File: config.mk
export PLATFORM = sky130hd
export DESIGN_NAME = key_cmd_sched
export DESIGN_NICKNAME = d
export VERILOG_FILES = /design/src/rtl/key_cmd_sched.sv
export SDC_FILE = /design/constraint.sdc
export NUM_CORES = 1
export LEC_CHECK = 0
export CORE_ASPECT_RATIO = 0.6
export CORE_MARGIN = 3
export CORE_UTILIZATION = 50
export CTS_BUF_LIST = sky130_fd_sc_hd__clkbuf_8 sky130_fd_sc_hd__clkbuf_16
export DETAILED_ROUTE_END_ITERATION = 10
export PLACE_DENSITY = 0.75
export REMOVE_ABC_BUFFERS = 1
export SLEW_MARGIN = 5
export SYNTH_ARGS = -nofsm -noshare
export SYNTH_HDL_FRONTEND = slang
export SYNTH_SLANG_ARGS = --single-unit
File: constraint.sdc
create_clock -name CLOCK_74 -period 4.9 [get_ports CLOCK_74]
set_clock_uncertainty 0.2 [all_clocks]
set_input_delay 0.735 -clock CLOCK_74 [delete_from_list [all_inputs] [get_ports CLOCK_74]]
set_output_delay 0.735 -clock CLOCK_74 [all_outputs]
set_load 0.02 [all_outputs]
File: src/rtl/key_cmd_sched.sv
// Keyboard-to-game command scheduler: decodes set-2 make codes, adds DAS
// horizontal auto-repeat and soft-drop repeat, and queues commands in a 4-deep FIFO.
module key_cmd_sched #(
  parameter int unsigned DAS_DELAY   = 12_000_000,
  parameter int unsigned DAS_PERIOD  = 3_700_000,
  parameter int unsigned DROP_PERIOD = 2_500_000
) (
  input  logic       CLOCK_74,
  input  logic       reset,
  input  logic       valid_74,
  input  logic       makeBreak_74,
  input  logic [7:0] outCode_74,
  input  logic       enable,
  output logic       cmd_valid,
  output logic [2:0] cmd,
  input  logic       cmd_ready,
  output logic       overflow
);
  localparam int unsigned CNT_W  = 24;
  localparam int unsigned CMD_W  = 3;
  localparam int unsigned DEPTH  = 4;
  localparam int unsigned IDX_W  = 2;
  localparam int unsigned FILL_W = 3;

  localparam logic [CMD_W-1:0] CMD_NONE   = CMD_W'(0);
  localparam logic [CMD_W-1:0] CMD_LEFT   = CMD_W'(1);
  localparam logic [CMD_W-1:0] CMD_RIGHT  = CMD_W'(2);
  localparam logic [CMD_W-1:0] CMD_DOWN   = CMD_W'(3);
  localparam logic [CMD_W-1:0] CMD_ROTATE = CMD_W'(4);
  localparam logic [CMD_W-1:0] CMD_DROP   = CMD_W'(5);

  localparam logic [CNT_W-1:0] DLY_TERM  = CNT_W'(DAS_DELAY - 1);
  localparam logic [CNT_W-1:0] RPT_TERM  = CNT_W'(DAS_PERIOD - 1);
  localparam logic [CNT_W-1:0] DROP_TERM = CNT_W'(DROP_PERIOD - 1);

  typedef enum logic [1:0] {H_IDLE, H_DELAY, H_REPEAT} hstate_e;

  hstate_e                     hstate_q, hstate_d;
  logic                        dir_q, dir_d;  // 0 = LEFT, 1 = RIGHT
  logic [CNT_W-1:0]            hcnt_q, hcnt_d;
  logic [CNT_W-1:0]            dcnt_q, dcnt_d;
  logic                        held_l_q, held_l_d, held_r_q, held_r_d, held_d_q, held_d_d;
  logic [DEPTH-1:0][CMD_W-1:0] data_q, data_d;
  logic [DEPTH-1:0]            vld_q, vld_d;
  logic [FILL_W-1:0]           fill_q, fill_d;
  logic                        overflow_q, overflow_d;

  logic             is_l, is_r, is_d;
  logic [CMD_W-1:0] key_cmd;
  logic             typematic, key_push, hor_make;
  logic             act_held, oth_held, act_break, act_release;
  logic             h_term, d_rel, d_term;
  logic             pop, can_push, h_grant, d_grant, push;
  logic [CMD_W-1:0] push_cmd;
  logic [IDX_W-1:0] wr_idx;

  // Key decode
  always_comb begin
    key_cmd = CMD_NONE;
    case (outCode_74)
      8'h6B:   key_cmd = CMD_LEFT;
      8'h74:   key_cmd = CMD_RIGHT;
      8'h72:   key_cmd = CMD_DOWN;
      8'h75:   key_cmd = CMD_ROTATE;
      8'h29:   key_cmd = CMD_DROP;
      default: key_cmd = CMD_NONE;
    endcase
  end

  assign is_l      = (outCode_74 == 8'h6B);
  assign is_r      = (outCode_74 == 8'h74);
  assign is_d      = (outCode_74 == 8'h72);
  assign typematic = makeBreak_74 & ((is_l & held_l_q) | (is_r & held_r_q) | (is_d & held_d_q));
  assign key_push  = valid_74 & enable & makeBreak_74 & (key_cmd != CMD_NONE) & ~typematic;
  assign hor_make  = key_push & (is_l | is_r);

  // Held bits follow the keyboard even while paused
  always_comb begin
    held_l_d = held_l_q;
    held_r_d = held_r_q;
    held_d_d = held_d_q;
    if (valid_74) begin
      if (is_l) held_l_d = makeBreak_74;
      if (is_r) held_r_d = makeBreak_74;
      if (is_d) held_d_d = makeBreak_74;
    end
  end

  // A release seen while paused is resolved once the game resumes
  assign act_held    = dir_q ? held_r_q : held_l_q;
  assign oth_held    = dir_q ? held_l_q : held_r_q;
  assign act_break   = enable & valid_74 & ~makeBreak_74 & (dir_q ? is_r : is_l) & (hstate_q != H_IDLE);
  assign act_release = act_break | (enable & (hstate_q != H_IDLE) & ~act_held);
  assign h_term      = enable & ~hor_make & ~act_release &
                       (((hstate_q == H_DELAY) & (hcnt_q == DLY_TERM)) |
                        ((hstate_q == H_REPEAT) & (hcnt_q == RPT_TERM)));

  assign d_rel  = valid_74 & ~makeBreak_74 & is_d;
  assign d_term = enable & held_d_q & ~d_rel & (dcnt_q == DROP_TERM);

  // Single push port: key make beats horizontal repeat beats drop repeat
  assign pop      = vld_q[0] & cmd_ready;
  assign can_push = ~vld_q[DEPTH-1] | pop;
  assign h_grant  = h_term & ~key_push & can_push;
  assign d_grant  = d_term & ~key_push & ~h_term & can_push;
  assign push     = (key_push & can_push) | h_grant | d_grant;
  assign push_cmd = key_push ? key_cmd : (h_term ? (dir_q ? CMD_RIGHT : CMD_LEFT) : CMD_DOWN);
  assign wr_idx   = IDX_W'(fill_q - FILL_W'(pop));

  // Horizontal DAS FSM next state
  always_comb begin
    hstate_d = hstate_q;
    dir_d    = dir_q;
    hcnt_d   = hcnt_q;
    if (hor_make) begin
      hstate_d = H_DELAY;
      dir_d    = is_r;
      hcnt_d   = '0;
    end else if (act_release) begin
      hcnt_d = '0;
      if (oth_held) begin
        hstate_d = H_DELAY;
        dir_d    = ~dir_q;
      end else begin
        hstate_d = H_IDLE;
      end
    end else if (enable && hstate_q != H_IDLE) begin
      if (h_term) begin
        if (h_grant) begin
          hstate_d = H_REPEAT;
          hcnt_d   = '0;
        end
      end else begin
        hcnt_d = hcnt_q + CNT_W'(1);
      end
    end
  end

  // Soft-drop repeat counter
  always_comb begin
    dcnt_d = dcnt_q;
    if (!held_d_q || d_rel) begin
      dcnt_d = '0;
    end else if (enable) begin
      if (dcnt_q == DROP_TERM) begin
        if (d_grant) dcnt_d = '0;
      end else begin
        dcnt_d = dcnt_q + CNT_W'(1);
      end
    end
  end

  // Shift FIFO: entry 0 is the head and drives the outputs directly
  always_comb begin
    data_d     = data_q;
    vld_d      = vld_q;
    fill_d     = fill_q - FILL_W'(pop) + FILL_W'(push);
    overflow_d = overflow_q | (key_push & ~can_push);
    if (pop) begin
      data_d = {CMD_NONE, data_q[DEPTH-1:1]};
      vld_d  = {1'b0, vld_q[DEPTH-1:1]};
    end
    if (push) begin
      data_d[wr_idx] = push_cmd;
      vld_d[wr_idx]  = 1'b1;
    end
  end

  always_ff @(posedge CLOCK_74 or posedge reset) begin
    if (reset) begin
      hstate_q   <= H_IDLE;
      dir_q      <= 1'b0;
      hcnt_q     <= '0;
      dcnt_q     <= '0;
      held_l_q   <= 1'b0;
      held_r_q   <= 1'b0;
      held_d_q   <= 1'b0;
      data_q     <= '0;
      vld_q      <= '0;
      fill_q     <= '0;
      overflow_q <= 1'b0;
    end else begin
      hstate_q   <= hstate_d;
      dir_q      <= dir_d;
      hcnt_q     <= hcnt_d;
      dcnt_q     <= dcnt_d;
      held_l_q   <= held_l_d;
      held_r_q   <= held_r_d;
      held_d_q   <= held_d_d;
      data_q     <= data_d;
      vld_q      <= vld_d;
      fill_q     <= fill_d;
      overflow_q <= overflow_d;
    end
  end

  assign cmd_valid = vld_q[0];
  assign cmd       = data_q[0];
  assign overflow  = overflow_q;

endmodule
==> summary.md <==
| Metric | Value |
|---|---|
| Status | `completed` |
| CTS root buf | `clkbuf_16` |
| Largest net degree at the start of global routing | `between 40 and 50` |
| Max Slew Vio Count | `0` |
| Skew-Pair Late Insertion Delay | `0.34 ns` |
| WP buf/inv | `1` |
| Initial core utilization | `0.539` |
| Core area | `between 8000 and 9000 sq um` |
| Placed Cells incl. Taps | `581` |
| CTS tree | `yes` |
| Most common cell after layout, fill and taps aside | `dfrtp_1` |
| Via count | `roughly 4000` |
| Most used cell, CP | `nand2_1` |
| First-pass GRT wire length | `roughly 19 mm` |
| Vias in the first global route | `~3600` |
| Delay-heaviest family, CP | `compound AO/OA/AOI/OAI gates` |
| CP required | `about 4.9 ns` |
| Mapped Cells | `477` |
| Hold Buf Count CTS | `0` |
| CP max stage delay | `roughly 0.76 ns` |
| Final Hold Fails | `0` |
| DPL Wire Length | `~7.9 mm` |
| Critical Path Start | `enable` |
| Worst-margin pin slew | `approximately 0.81 ns` |
| Nets@finish | `502` |
| Final Instance Area | `4920 sq um` |
| H-Tree Depth | `3` |
| Crit Path Class | `input port to flip-flop` |
| Hold path start | `vld_q[1]$_DFF_PP0_` |
| Synth Register Bits | `73` |
| Fmax | `around 270 MHz` |
| Fin util | `0.598` |
| Post-synth EDFFs | `0` |
| I/O Buffers | `18` |
| Total gr overflow | `0` |
| Final setup vio count | `0` |
| Vias/cell | `between 6 and 7` |
| Worst Hold Class | `flip-flop to flip-flop` |
| Leak | `approximately 2.1 nW` |
| Synthesized cell area | `between 4000 and 5000 sq um` |
| Final Hold Slack | `0.310 ns` |
| Fin worst setup slack | `1.23 ns` |
| Antenna diodes | `0` |
| CP arrival | `between 3 and 4 ns` |
| Cell chain of the critical path | `clkdlybuf4s50_1 > o21ai_0 > nor4_1 > nand2_1 > a21oi_2 > a21o_1 > or4_1 > nand2_1` |
| Initial antenna violation count | `0` |
| Post-CTS setup buffers | `0` |
| Max-Cap Viols | `0` |
| Share of cells above drive strength 1 | `0.0879` |
| Post-synthesis sequential area ratio | `0.412` |
| YS warnings | `0` |
| Minimum clock period | `3.67 ns` |
| Initial detailed-routing violation count | `between 600 and 700` |
| # resized after CTS | `0` |
| Commonest cells after routing, fill and taps aside | `dfrtp_1, nand2_1, o21ai_0` |
| Total Routed Length | `approximately 11 mm` |
| R2R Path Start | `dcnt_q[0]$_DFFE_PP0P_` |
| CP Launch Type | `input port` |
| Worst setup EP type | `flip-flop` |
| Residual DRC count | `0` |
| Final GP Congestion | `between 0.9 and 1` |
| Pwr dens | `340 nW/um^2` |
| Total track usage | `0.234` |
| DIE WIDTH | `128 microns` |
| CP max stage cell | `clkdlybuf4s50_1` |
| Final Cycle Share | `0.750` |
| Total power | `approximately 1.7 mW` |
| Post-synth cell types | `68` |
| CTS buffer count | `9` |
| Wirelength per Cell | `between 15 and 20 microns` |
| Avg Inst Size Synth | `between 9 and 10 sq um` |
| Worst-path clk slew | `approximately 0.06 ns` |
| Row Count | `25` |
| Fin Setup TNS | `0 ns` |
| TritonRoute pass-1 iters | `6` |
| Ys flop type | `dfrtp_1` |
| Share of flip-flops with an asynchronous set or reset | `1.00` |
| Dpl ws | `1.04 ns` |
| Final Non-Filler Cells | `just under 600` |
| Clock Sinks | `73` |
| Placed Area | `about 4600 sq um` |
| Ports | `19` |
| Routed Antenna Nets | `0` |
| Worst-case clock buffer depth | `2` |
| Die H | `79.0 microns` |
| Relative slew slack | `0.451` |
| Critical Path Fanout Max | `18` |
| Die area | `between 10000 and 15000 sq um` |
| RSZ-0062 raised after global routing | `false` |
| Syn-to-layout area delta | `10.9%` |
| Peak supply drop | `around 0.27 mV` |
[cells in the mapped netlist, types with 2 or more instances]
master,n,area [sq um]
nor3b_1,2,15.0
o41ai_1,4,35.0
a31oi_1,6,37.5
dfrtp_1,73,1830
nor2_1,19,71.3
nand3b_1,4,30.0
nand3_1,24,120
mux2_2,3,33.8
a311oi_2,2,30.0
and4_1,2,17.5
or3_1,12,75.1
and2_1,4,25.0
and3b_1,2,17.5
and3_1,17,106
a21o_1,2,15.0
clkbuf_1,6,22.5
nor4_1,8,50.1
ha_1,4,50.1
buf_6,8,90.1
nor2b_1,3,18.8
o21ai_0,42,210
nand2_1,51,191
or4_1,18,135
nor4b_1,2,17.5
nand2b_1,7,43.8
buf_4,5,37.5
buf_2,4,20.0
or3b_2,2,17.5
o31ai_1,21,158
mux2i_1,22,220
nand4_1,12,75.1
xnor2_1,3,26.3
a21oi_1,37,185
inv_1,12,45.0
[layer usage]
metal,vias up,track usage,share of wire
met5,-,0,0
met4,0,0.0561,0.0078
met3,11,0.0578,0.096
met2,223,0.315,0.40
met1,1903,0.372,0.49
li1,1828,-,-
[kinds of logic (layout without fill, tap and decap cells)]
logic type,count (synthesis),count (layout),synth area share
muxes,25,25,0.0573
and+or+nand+nor,202,202,0.261
DFF,73,73,0.412
buffers and inverters,37,49,0.0505
adders and majority gates,4,4,0.0113
xor gates and xnor gates,4,4,0.00790
AOI/OAI and AO/OA,132,132,0.200
[layout make-up]
type / instances / area (sq um)
Timing Repair Buffer: 21 / 203
Multi-Input combinational cell: 367 / 2380
Clock buffer: 10 / 239
Fill cell: 672 / 3310
Sequential cell: 73 / 1830
Clock inverter: 6 / 83.8
Inverter: 12 / 45.0
Tap cell: 108 / 135
[registers in the layout, summed over array words and instances, names as in the netlist, 2 cells and up]
name      flops
dcnt_q       24
hcnt_q       24
data_q        9
vld_q         4
cmd           3
fill_q        2
hstate_q      2
[path summary, 6_finish.rpt]
path,end,slack (ns),cells after the start
min in group asynchronous,hcnt_q[7]$_DFFE_PP0P_,0.67,2
worst min-delay path,vld_q[1]$_DFF_PP0_,0.31,2
worst max-delay path,hcnt_q[17]$_DFFE_PP0P_,1.23,8
worst min register to register,vld_q[1]$_DFF_PP0_,0.31,2
worst max register to register,data_q[7]$_DFF_PP0_,1.81,8
max in group asynchronous,hcnt_q[23]$_DFFE_PP0P_,2.85,3
[power breakdown]
| group | switching [mW] | leakage (nW) | internal [mW] |
|---|---|---|---|
| clock | 0.252 | 0.161 | 0.457 |
| combinational | 0.141 | 0.940 | 0.100 |
| sequential | 0.0512 | 0.990 | 0.670 |
| total | 0.443 | 2.09 | 1.23 |
[worst min-delay path: cells and delay by family (launching register included)]
kind / cells / cell delay, ns
flops: 1 / 0.35
simple gates: 2 / 0.12
No activity file was read; power rests on OpenSTA's default activity.
